### config.mk
export PLATFORM = sky130hd
export DESIGN_NAME = hpu_rob_arat_commit_flat
export DESIGN_NICKNAME = d
export VERILOG_FILES = /design/src/rtl/hpu_rob_arat_commit_if.sv /design/src/rtl/hpu_rob_arat_commit.sv /design/src/flat_wrapper.sv
export SDC_FILE = /design/constraint.sdc
export NUM_CORES = 1
export LEC_CHECK = 0
export BUFFER_PORTS_ARGS = -buffer_cell sky130_fd_sc_hd__buf_4
export CORE_ASPECT_RATIO = 0.5
export CORE_MARGIN = 4
export CORE_UTILIZATION = 43
export DETAILED_ROUTE_END_ITERATION = 8
export SETUP_SLACK_MARGIN = 0.4
export SYNTH_ARGS = -nofsm -noshare
export SYNTH_HDL_FRONTEND = slang
export SYNTH_SLANG_ARGS = --single-unit
### constraint.sdc
create_clock -name clk_i -period 4.4 [get_ports clk_i]
set_input_delay 0.88 -clock clk_i [delete_from_list [all_inputs] [get_ports clk_i]]
set_output_delay 0.88 -clock clk_i [all_outputs]
set_load 0.01 [all_outputs]
### src/rtl/hpu_rob_arat_commit_if.sv
// Bus bundle for the retirement tracker: dispatch-side alloc/complete/flush inputs,
// plus the retirement outputs (ARAT update and free-list release).
interface hpu_rob_arat_commit_if #(
  parameter int PARAL = 2,
  parameter int DEPTH = 16,
  parameter int ARC_W = 5,
  parameter int PHY_W = 6,
  parameter int IDX_W = $clog2(DEPTH)
);
  logic                   alloc_en_i;
  logic [PARAL-1:0]       alloc_avail_i;
  logic [PARAL-1:0]       alloc_wr_i;
  logic [PARAL*ARC_W-1:0] alloc_arc_i;
  logic [PARAL*PHY_W-1:0] alloc_phy_i;
  logic [PARAL*PHY_W-1:0] alloc_old_i;
  logic                   alloc_rdy_o;
  logic [IDX_W-1:0]       alloc_idx_o;
  logic [PARAL-1:0]       cmpl_en_i;
  logic [PARAL*IDX_W-1:0] cmpl_idx_i;
  logic                   flush_i;
  logic                   upd_en_o;
  logic [PARAL-1:0]       upd_avail_o;
  logic [PARAL*ARC_W-1:0] upd_arc_o;
  logic [PARAL*PHY_W-1:0] upd_phy_o;
  logic [PARAL-1:0]       free_avail_o;
  logic [PARAL*PHY_W-1:0] free_phy_o;
  logic [IDX_W:0]         cnt_o;

  modport slave (
    input  alloc_en_i, alloc_avail_i, alloc_wr_i, alloc_arc_i, alloc_phy_i, alloc_old_i,
    input  cmpl_en_i, cmpl_idx_i, flush_i,
    output alloc_rdy_o, alloc_idx_o, upd_en_o, upd_avail_o, upd_arc_o, upd_phy_o,
    output free_avail_o, free_phy_o, cnt_o
  );

  modport master (
    output alloc_en_i, alloc_avail_i, alloc_wr_i, alloc_arc_i, alloc_phy_i, alloc_old_i,
    output cmpl_en_i, cmpl_idx_i, flush_i,
    input  alloc_rdy_o, alloc_idx_o, upd_en_o, upd_avail_o, upd_arc_o, upd_phy_o,
    input  free_avail_o, free_phy_o, cnt_o
  );
endinterface

### src/rtl/hpu_rob_arat_commit.sv
// In-order retirement tracker: circular buffer of renamed instructions, out-of-order
// completion marking, and up to PARAL in-order retirements per cycle to the ARAT.
module hpu_rob_arat_commit #(
  parameter int PARAL = 2,
  parameter int DEPTH = 16,
  parameter int ARC_W = 5,
  parameter int PHY_W = 6,
  parameter int IDX_W = $clog2(DEPTH)
) (
  input logic                  clk_i,
  input logic                  rst_i,
  hpu_rob_arat_commit_if.slave bus
);
  localparam int CNT_W = IDX_W + 1;
  localparam logic [PARAL:0] ONE_EXT = 1;

  logic [DEPTH-1:0]       valid_q, valid_d, done_q, done_d;
  logic [IDX_W-1:0]       head_q, head_d, tail_q, tail_d;
  logic [CNT_W-1:0]       cnt_q, cnt_d;
  logic [PARAL-1:0]       upd_avail_q, upd_avail_d, free_avail_q, free_avail_d;
  logic [PARAL*ARC_W-1:0] upd_arc_q, upd_arc_d;
  logic [PARAL*PHY_W-1:0] upd_phy_q, upd_phy_d, free_phy_q, free_phy_d;

  // Entry payload; only meaningful where the matching valid bit is set
  logic [DEPTH-1:0] wr_mem;
  logic [ARC_W-1:0] arc_mem [DEPTH];
  logic [PHY_W-1:0] phy_mem [DEPTH];
  logic [PHY_W-1:0] old_mem [DEPTH];

  logic             alloc_rdy, alloc_fire, chain;
  logic [PARAL-1:0] ret;
  logic [IDX_W-1:0] ret_idx [PARAL];
  logic [IDX_W-1:0] wr_idx [PARAL];
  logic [IDX_W-1:0] cmpl_idx [PARAL];
  logic [CNT_W-1:0] n_ret, n_alloc;
  logic [PARAL:0]   avail_ext;

  assign alloc_rdy  = cnt_q <= CNT_W'(DEPTH - PARAL);
  assign alloc_fire = bus.alloc_en_i && alloc_rdy && !bus.flush_i;
  assign avail_ext  = {1'b0, bus.alloc_avail_i};

  genvar gi;
  generate
    for (gi = 0; gi < PARAL; gi++) begin : g_lane
      assign ret_idx[gi]  = head_q + IDX_W'(gi);
      assign wr_idx[gi]   = tail_q + IDX_W'(gi);
      assign cmpl_idx[gi] = bus.cmpl_idx_i[gi*IDX_W +: IDX_W];
    end
  endgenerate

  // Retire scan: a lane retires only if every older lane in the window also retires
  always_comb begin
    chain   = 1'b1;
    ret     = '0;
    n_ret   = '0;
    n_alloc = '0;
    for (int k = 0; k < PARAL; k++) begin
      chain  = chain & valid_q[ret_idx[k]] & done_q[ret_idx[k]];
      ret[k] = chain;
      n_ret  = n_ret + CNT_W'(ret[k]);
      if (alloc_fire) n_alloc = n_alloc + CNT_W'(bus.alloc_avail_i[k]);
    end
  end

  always_comb begin
    valid_d      = valid_q;
    done_d       = done_q;
    upd_avail_d  = '0;
    upd_arc_d    = '0;
    upd_phy_d    = '0;
    free_avail_d = '0;
    free_phy_d   = '0;
    for (int i = 0; i < PARAL; i++)
      if (bus.cmpl_en_i[i] && valid_q[cmpl_idx[i]]) done_d[cmpl_idx[i]] = 1'b1;
    for (int k = 0; k < PARAL; k++) begin
      if (ret[k]) begin
        valid_d[ret_idx[k]] = 1'b0;
        done_d[ret_idx[k]]  = 1'b0;
        if (wr_mem[ret_idx[k]]) begin
          upd_avail_d[k]               = 1'b1;
          upd_arc_d[k*ARC_W +: ARC_W]  = arc_mem[ret_idx[k]];
          upd_phy_d[k*PHY_W +: PHY_W]  = phy_mem[ret_idx[k]];
          free_avail_d[k]              = 1'b1;
          free_phy_d[k*PHY_W +: PHY_W] = old_mem[ret_idx[k]];
        end
      end
    end
    for (int i = 0; i < PARAL; i++)
      if (alloc_fire && bus.alloc_avail_i[i]) begin
        valid_d[wr_idx[i]] = 1'b1;
        done_d[wr_idx[i]]  = 1'b0;
      end
    head_d = head_q + IDX_W'(n_ret);
    tail_d = tail_q + IDX_W'(n_alloc);
    cnt_d  = cnt_q + n_alloc - n_ret;
    if (bus.flush_i) begin
      valid_d      = '0;
      done_d       = '0;
      head_d       = '0;
      tail_d       = '0;
      cnt_d        = '0;
      upd_avail_d  = '0;
      upd_arc_d    = '0;
      upd_phy_d    = '0;
      free_avail_d = '0;
      free_phy_d   = '0;
    end
  end

  always_ff @(posedge clk_i or negedge rst_i) begin
    if (!rst_i) begin
      valid_q      <= '0;
      done_q       <= '0;
      head_q       <= '0;
      tail_q       <= '0;
      cnt_q        <= '0;
      upd_avail_q  <= '0;
      upd_arc_q    <= '0;
      upd_phy_q    <= '0;
      free_avail_q <= '0;
      free_phy_q   <= '0;
    end else begin
      valid_q      <= valid_d;
      done_q       <= done_d;
      head_q       <= head_d;
      tail_q       <= tail_d;
      cnt_q        <= cnt_d;
      upd_avail_q  <= upd_avail_d;
      upd_arc_q    <= upd_arc_d;
      upd_phy_q    <= upd_phy_d;
      free_avail_q <= free_avail_d;
      free_phy_q   <= free_phy_d;
    end
  end

  always_ff @(posedge clk_i) begin
    for (int i = 0; i < PARAL; i++)
      if (alloc_fire && bus.alloc_avail_i[i]) begin
        wr_mem[wr_idx[i]]  <= bus.alloc_wr_i[i];
        arc_mem[wr_idx[i]] <= bus.alloc_arc_i[i*ARC_W +: ARC_W];
        phy_mem[wr_idx[i]] <= bus.alloc_phy_i[i*PHY_W +: PHY_W];
        old_mem[wr_idx[i]] <= bus.alloc_old_i[i*PHY_W +: PHY_W];
      end
  end

  assign bus.alloc_rdy_o  = alloc_rdy;
  assign bus.alloc_idx_o  = tail_q;
  assign bus.cnt_o        = cnt_q;
  assign bus.upd_en_o     = |upd_avail_q;
  assign bus.upd_avail_o  = upd_avail_q;
  assign bus.upd_arc_o    = upd_arc_q;
  assign bus.upd_phy_o    = upd_phy_q;
  assign bus.free_avail_o = free_avail_q;
  assign bus.free_phy_o   = free_phy_q;

  // Lanes must be packed from lane 0: avail+1 is then a power of two
  a_avail_contig: assert property (@(posedge clk_i) disable iff (!rst_i)
    bus.alloc_en_i |-> (((avail_ext + ONE_EXT) & avail_ext) == '0));
endmodule

### src/flat_wrapper.sv
// flat-port wrapper written by rule: the top's interface ports become plain ports
module hpu_rob_arat_commit_flat 
#(
  parameter int PARAL = 2,
  parameter int DEPTH = 16,
  parameter int ARC_W = 5,
  parameter int PHY_W = 6,
  parameter int IDX_W = $clog2(DEPTH)
)
  (clk_i, rst_i, bus_alloc_en_i, bus_alloc_avail_i, bus_alloc_wr_i, bus_alloc_arc_i, bus_alloc_phy_i, bus_alloc_old_i, bus_cmpl_en_i, bus_cmpl_idx_i, bus_flush_i, bus_alloc_rdy_o, bus_alloc_idx_o, bus_upd_en_o, bus_upd_avail_o, bus_upd_arc_o, bus_upd_phy_o, bus_free_avail_o, bus_free_phy_o, bus_cnt_o);
  hpu_rob_arat_commit_if #(.PARAL(PARAL), .DEPTH(DEPTH), .ARC_W(ARC_W), .PHY_W(PHY_W), .IDX_W(IDX_W)) bus_i ();
  input logic clk_i;
  input logic rst_i;
  input wire logic [$bits(bus_i.alloc_en_i)-1:0] bus_alloc_en_i;
  input wire logic [$bits(bus_i.alloc_avail_i)-1:0] bus_alloc_avail_i;
  input wire logic [$bits(bus_i.alloc_wr_i)-1:0] bus_alloc_wr_i;
  input wire logic [$bits(bus_i.alloc_arc_i)-1:0] bus_alloc_arc_i;
  input wire logic [$bits(bus_i.alloc_phy_i)-1:0] bus_alloc_phy_i;
  input wire logic [$bits(bus_i.alloc_old_i)-1:0] bus_alloc_old_i;
  input wire logic [$bits(bus_i.cmpl_en_i)-1:0] bus_cmpl_en_i;
  input wire logic [$bits(bus_i.cmpl_idx_i)-1:0] bus_cmpl_idx_i;
  input wire logic [$bits(bus_i.flush_i)-1:0] bus_flush_i;
  output wire logic [$bits(bus_i.alloc_rdy_o)-1:0] bus_alloc_rdy_o;
  output wire logic [$bits(bus_i.alloc_idx_o)-1:0] bus_alloc_idx_o;
  output wire logic [$bits(bus_i.upd_en_o)-1:0] bus_upd_en_o;
  output wire logic [$bits(bus_i.upd_avail_o)-1:0] bus_upd_avail_o;
  output wire logic [$bits(bus_i.upd_arc_o)-1:0] bus_upd_arc_o;
  output wire logic [$bits(bus_i.upd_phy_o)-1:0] bus_upd_phy_o;
  output wire logic [$bits(bus_i.free_avail_o)-1:0] bus_free_avail_o;
  output wire logic [$bits(bus_i.free_phy_o)-1:0] bus_free_phy_o;
  output wire logic [$bits(bus_i.cnt_o)-1:0] bus_cnt_o;
  assign bus_i.alloc_en_i = bus_alloc_en_i;
  assign bus_i.alloc_avail_i = bus_alloc_avail_i;
  assign bus_i.alloc_wr_i = bus_alloc_wr_i;
  assign bus_i.alloc_arc_i = bus_alloc_arc_i;
  assign bus_i.alloc_phy_i = bus_alloc_phy_i;
  assign bus_i.alloc_old_i = bus_alloc_old_i;
  assign bus_i.cmpl_en_i = bus_cmpl_en_i;
  assign bus_i.cmpl_idx_i = bus_cmpl_idx_i;
  assign bus_i.flush_i = bus_flush_i;
  assign bus_alloc_rdy_o = bus_i.alloc_rdy_o;
  assign bus_alloc_idx_o = bus_i.alloc_idx_o;
  assign bus_upd_en_o = bus_i.upd_en_o;
  assign bus_upd_avail_o = bus_i.upd_avail_o;
  assign bus_upd_arc_o = bus_i.upd_arc_o;
  assign bus_upd_phy_o = bus_i.upd_phy_o;
  assign bus_free_avail_o = bus_i.free_avail_o;
  assign bus_free_phy_o = bus_i.free_phy_o;
  assign bus_cnt_o = bus_i.cnt_o;
  hpu_rob_arat_commit #(.PARAL(PARAL), .DEPTH(DEPTH), .ARC_W(ARC_W), .PHY_W(PHY_W), .IDX_W(IDX_W)) u_core (.clk_i(clk_i), .rst_i(rst_i), .bus(bus_i));
endmodule
==> key figures, run 1 <==
Clock network
  – Clk Latency, worst-skew pair: 550 ps
  – TritonCTS Buffers: 38
  – CTS H-tree lvls: 2
  – Clk root buf: clkbuf_16
  – Cts hold-fix bufs: 0
  – Buffer depth of the longest clock path: 3
  – Clock Sinks: 369
  – CTS tree: built
  – Clk slew on worst S/H paths: 70 ps

Status
  – Status: finished, final reports clean

Floorplan
  – Die width: 324 um
  – Die area: 53,900 um^2
  – Die height: 166 um
  – Core Region: 49,000 um^2
  – Num ports: 101
  – Initial Utilization: 0.439
  – # rows: 57

Pwr
  – Register share of total power: 0.495
  – Overall power: 7760 uW
  – P_leak: 0.00863 uW
  – PwrDens: 320 nW/um^2
  – Combinational fraction of design power: 0.076
  – Switch share: 0.228
  – NetSw: 1770 uW
  – Peak VDD IR: 197 uV
  – Clk pwr share: 0.429
  – Int Power: 5990 uW

Timing
  – Setup TNS: 0 ps
  – Fin. Hold Viols: 0
  – Minimum clock period: 3770 ps
  – RSZ-0062 raised after global routing: false
  – Finish-stage setup viols: 0
  – Final worst-path cycle share: 0.857
  – Slew @ Worst Pin: 1080 ps
  – Final slew viol count: 0
  – Rel. slew slack: 0.279
  – Peak Freq: 265 MHz
  – Worst Clk Skew: 19.0 ps

Synthesis
  – Most frequent cell after synthesis: mux2_2
  – Mean Syn Cell Area: 14.5 um^2
  – Post-synth top cells: 274 x mux2_2, 272 x edfxtp_1, 163 x mux4_2
  – Synth Warn #: 0
  – Sequential share of the synthesized area: 0.489
  – Syn Inst Count: 1,489
  – Post-synthesis cell area: 21,500 um^2
  – Synth area leader: edfxtp_1
  – Synth area leaders: edfxtp_1 38%, mux4_2 17%, mux2_2 14%
  – Number of synthesized flops with an enable pin: 272
  – Distinct cells, synth: 71
  – Top FF cell, synth: edfxtp_1
  – Yosys reg bits: 369
  – Synth top area share: 0.380
  – Post-Syn Nets: 1,565
  – Ys async rst share: 0.220

Run
  – MaxCap Viol Count: 0

Routing
  – Initial DRC count: 1,683
  – Top sig layer: met4
  – Vias: 14,366
  – Met2 wire len: 31,300 um
  – DR DRC count: 0
  – DRT antenna net count: 0
  – Routed vias/inst: 6.44
  – WL final: 66,900 um
  – Met3 wire len: 5960 um
  – 1st-pass router iterations: 5
  – Routed metal-1 wire length: 27,500 um
  – Routed wire per std cell: 30.0 um

Placement
  – Placed Area: 22,900 um^2
  – Placed wire-length estimate: 39,900 um
  – GPL Wtd Cong: 0.919
  – Port bufs: 100

Cells and area
  – Area Overhead vs Synth: 12.6%
  – FF/Latch Area: 10,500 um^2
  – Layout Nets: 1,627
  – Layout fillers: 4,143
  – Share of layout cells above drive strength 1: 0.435
  – Area of the multi-input gates: 10,200 um^2
  – Fin area: 24,200 um^2

Critical path
  – Sequence of cells on the critical path: clkinvlp_4 > ha_4 > mux4_2 > a21boi_0 > a21o_1 > a211oi_2 > ha_1 > ha_1 > inv_1 > ha_1 > inv_1 > fa_1 > inv_1 > a21o_1 > a21oi_1 > xor2_1 > nor2_1
  – Critical path buffer and inverter count: 4
  – Worst path arrival time: 4180 ps
  – Kind of cell adding the most delay to the critical path: adder cells
  – R2R depth: 17
  – CP max stage cell: mux4_2
  – Max incr delay on CP: 520 ps
  – Setup Crit Path Kind: reg2reg
  – Critical Path Fanout Max: 6
  – Req. time, crit path: 4810 ps
  – Crit. path cell count: 17
  – Startpoint types: flip-flop
  – Crit end category: flip-flop

Hold path
  – Hold Crit Class: in2async

Global routing
  – Pin count of the biggest net entering global routing: 65
  – Initial antenna violation count: 0
  – Global-route wire length before repair: 98,000 um
  – GRT Residual Overflow: 0
  – Total GRT Usage: 0.244
  – Number of global-route vias before repair: 14,682
## routing by layer
layer | global-route usage | vias up
li1 | - | 5993
met1 | 0.331 | 7577
met2 | 0.392 | 678
met3 | 0.0562 | 118
met4 | 0.0776 | 0
met5 | 0 | -
## power by group through the flow
stage	Clock, uW	Sequential (uW)	Combinational [uW]
3_5_place_dp	0	3910	582
4_1_cts	3380	3840	586
3_3_place_gp	0	3910	562
5_1_grt	3540	3840	640
6_report	3330	3840	587
2_1_floorplan	0	3900	360
## kinds of logic after synthesis
| group | Yosys count | share of synthesized area |
|---|---|---|
| muxes | 476 | 0.334 |
| DFF | 369 | 0.489 |
| AOI/OAI and AO/OA | 183 | 0.0597 |
| buffers and inverters | 191 | 0.0397 |
| xor gates and xnor gates | 7 | 0.00285 |
| and+or+nand+nor | 239 | 0.0596 |
| adders and majority gates | 24 | 0.0153 |
## layout by cell type (no fill, tap or decap), types with 32 or more instances in the layout
master | netlist | final
mux2i_1 | 36 | 36
a211oi_1 | 33 | 32
mux4_2 | 163 | 163
a21oi_1 | 53 | 53
edfxtp_1 | 272 | 272
nor2_1 | 33 | 33
buf_4 | 11 | 165
inv_1 | 46 | 45
clkbuf_16 | 0 | 39
nand2_1 | 59 | 59
dfrtp_1 | 81 | 77
mux2_2 | 274 | 274
nor2b_1 | 48 | 48
## timing repair
| item | 4_1_cts | 5_1_grt |
|---|---|---|
| setup buffers | 0 | 6 |
| endpoints found under the setup margin | 0 | 3 |
| gates resized for setup | 0 | 3 |
## metrics by stage
stage | utilization | hold WS (ps) | worst slack, ps | cells
finish | 0.495 | 426 | 628 | 2231
global route | 0.495 | 453 | 401 | 2230
CTS | 0.494 | 424 | 403 | 2224
detailed placement | 0.468 | 553 | 413 | 2154
global placement | 0.468 | 537 | 588 | 2154
floorplan | - | 513 | 542 | 1489
## area by class of cell
| cell class | instances | area share |
|---|---|---|
| Tap cell | 649 | 0.0335 |
| Clock inverter | 18 | 0.00872 |
| Inverter | 47 | 0.00754 |
| Sequential cell | 369 | 0.434 |
| Antenna cell | 1 | 0.000103 |
| Timing Repair Buffer | 166 | 0.0516 |
| Clock buffer | 52 | 0.0435 |
| Multi-Input combinational cell | 929 | 0.421 |
## sequential cells by signal, summed over array words and instances (netlist names)
signal                  count
u_core.phy_mem             96
u_core.bus.alloc_idx_o      4
u_core.bus.cnt_o            5
u_core.arc_mem             80
u_core.valid_q             16
u_core.bus.free_phy_o      12
u_core.bus.upd_phy_o       12
u_core.head_q               4
u_core.old_mem             96
u_core.bus.upd_arc_o       10
u_core.done_q              16
u_core.wr_mem              16
u_core.bus.upd_avail_o      2
## worst reg2reg max path, delay by kind of cell (launching register included)
| family | cells | cell delay (ps) |
|---|---|---|
| xor+xnor | 1 | 130 |
| simple gates | 1 | 50 |
| flops | 1 | 430 |
| buf+inv | 4 | 350 |
| fa+ha+maj | 5 | 1510 |
| mux | 1 | 520 |
| compound gates | 5 | 670 |
## worst paths after layout
check / slack [ps] / startpoint / end
setup reg to reg: 630 / u_core.head_q[1] / u_core.bus.cnt_o[4]
max in group asynchronous: 2970 / rst_i / u_core.bus.upd_arc_o[7]
hold / removal: 430 / rst_i / u_core.bus.free_phy_o[11]
min in group clk_i: 560 / u_core.wr_mem[6] / u_core.wr_mem[6]
setup / recovery: 630 / u_core.head_q[1] / u_core.bus.cnt_o[4]
hold reg to reg: 560 / u_core.wr_mem[6] / u_core.wr_mem[6]
No activity file was read; power rests on OpenSTA's default activity.
==> run 2, diff against run 1 <==
Settings changed: CELL_PAD_IN_SITES_DETAIL_PLACEMENT set to 1, CELL_PAD_IN_SITES_GLOBAL_PLACEMENT set to 2, PLACE_DENSITY_LB_ADDON set to 0.1.
==> key figures, run 2 (synthesis gave the netlist of run 1 again) <==
Clock network
  – Buffer depth of the longest clock path: 3
  – Clock Sinks: 369
  – Clk Latency, worst-skew pair: 590 ps
  – Cts hold-fix bufs: 0
  – Clk root buf: clkbuf_16
  – Clk slew on worst S/H paths: 70 ps
  – TritonCTS Buffers: 38
  – CTS H-tree lvls: 2
  – CTS tree: built

Critical path
  – Sequence of cells on the critical path: clkinvlp_4 > ha_4 > mux4_2 > a21boi_1 > a21o_1 > a211oi_2 > ha_1 > ha_1 > inv_1 > ha_1 > inv_1 > fa_1 > inv_1 > a21o_1 > a21oi_1 > xor2_1 > nor2_1
  – Startpoint types: flip-flop
  – Reg2reg start: u_core.head_q[1]
  – Crit end category: flip-flop
  – CP max stage cell: mux4_2
  – Worst path arrival time: 4240 ps
  – Crit. Startpoint: u_core.head_q[1]
  – Critical Path Fanout Max: 6
  – Flop2flop setup slack: 600 ps
  – Setup Crit Path Kind: reg2reg
  – Req. time, crit path: 4840 ps
  – Max incr delay on CP: 500 ps

Floorplan
  – Initial Utilization: 0.439
  – Die area: 53,900 um^2
  – # rows: 57
  – Die width: 324 um
  – Num ports: 101
  – Die height: 166 um
  – Core Region: 49,000 um^2

Cells and area
  – Area Overhead vs Synth: 13.2%
  – Area of the multi-input gates: 10,200 um^2
  – Non-filler cells, final: 2,231
  – Layout fillers: 4,772
  – Layout Nets: 1,628
  – ANT cells: 0
  – Most frequent cells in the layout: 274 x mux2_2, 272 x edfxtp_1, 163 x mux4_2, 163 x buf_4, 77 x dfrtp_1
  – FF/Latch Area: 10,500 um^2
  – Most common cell after layout, fill and taps aside: mux2_2
  – Share of layout cells above drive strength 1: 0.439

Global routing
  – Initial antenna violation count: 0
  – Pin count of the biggest net entering global routing: 137
  – Global-route wire length before repair: 107,000 um
  – Number of global-route vias before repair: 15,269
  – GRT Residual Overflow: 0
  – Total GRT Usage: 0.267

Hold path
  – Hold Crit Class: in2async

Timing
  – Final worst-path cycle share: 0.863
  – Slew @ Worst Pin: 1060 ps
  – RSZ-0062 raised after global routing: false
  – Fin. Hold Viols: 0
  – Minimum clock period: 3800 ps
  – Rel. slew slack: 0.290
  – Hold WS: 497 ps
  – Setup TNS: 0 ps
  – Finish-stage setup viols: 0
  – Final WS setup: 601 ps
  – Peak Freq: 263 MHz
  – Worst Clk Skew: 27.3 ps
  – Final slew viol count: 0

Placement
  – Port bufs: 100
  – Placed wire-length estimate: 43,400 um
  – GPL Wtd Cong: 0.855
  – Number of cells after detailed placement: 2,155
  – Setup WS pre-CTS: 378 ps

Routing
  – Routed wire per std cell: 32.5 um
  – Initial DRC count: 1,438
  – DRT antenna net count: 0
  – WL final: 72,600 um
  – Vias: 14,359
  – 1st-pass router iterations: 5
  – DR DRC count: 0
  – Routed vias/inst: 6.44

Pwr
  – PwrDens: 327 nW/um^2
  – Overall power: 7970 uW
  – P_leak: 0.00868 uW
  – Peak VDD IR: 264 uV

Status
  – Status: finished, final reports clean

Run
  – MaxCap Viol Count: 0
==> run 2: cell types whose count changed in the layout (fill, tap and decap cells not counted), moves of 2 or more <==
cell | before | now
clkbuf_1 | 10 | 6
buf_12 | 0 | 3
buf_4 | 165 | 163
clkbuf_8 | 3 | 5
clkinv_1 | 6 | 4
clkinvlp_4 | 2 | 4
==> run 2: layout make-up <==
| cell class | count | share of cell area |
|---|---|---|
| clock inverter | 21 | 0.0120 |
| clock buffer | 49 | 0.0428 |
| inverter | 47 | 0.00750 |
| sequential | 369 | 0.432 |
| timing repair buffer | 167 | 0.0533 |
| multi-input combinational | 929 | 0.419 |
| tap | 649 | 0.0333 |
==> run 2: final timing paths <==
path                       depth (start not counted)                       to
max                                               17      u_core.bus.cnt_o[4]
min                                                1      u_core.bus.cnt_o[3]
max reg2reg                                       17      u_core.bus.cnt_o[4]
min reg2reg                                        2       u_core.valid_q[13]
max in group asynchronous                          2  u_core.bus.upd_phy_o[3]
min in group clk_i                                 2       u_core.valid_q[13]
==> run 2: worst max-delay path, delay by kind of cell (launching register included) <==
family	cells	cell delay, ps
AOI/OAI and AO/OA	5	700
adders and majority gates	5	1480
muxes	1	500
DFF	1	480
xor gates and xnor gates	1	140
and+or+nand+nor	1	50
buffers and inverters	4	320
==> run 2: through the flow <==
stage,utilization,instance area [um^2]
global placement,0.469,23000
floorplan,-,21500
global route,0.497,24400
finish,0.497,24400
CTS,0.496,24300
detailed placement,0.469,23000
==> run 2: where the power goes <==
group          leakage [uW]  total (uW)  internal [uW]  switching (uW)
logic               0.00434         587            266             321
clock network      0.000641        3540           2000            1540
registers           0.00370        3840           3800            44.3
==> run 2: metal layers <==
layer,vias up,GRT usage,wire (um)
met2,522,0.427,34000
li1,5993,-,-
met3,82,0.0474,5010
met1,7762,0.385,32200
met5,-,0,0
met4,0,0.0589,1420
==> run 2: repair_timing <==
action,4_1_cts,5_1_grt
gates resized for setup,2,3
hold endpoints to repair,0,0
cloned,0,0
endpoints found under the setup margin,1,20
pin swaps,1,1
setup buffers,2,4
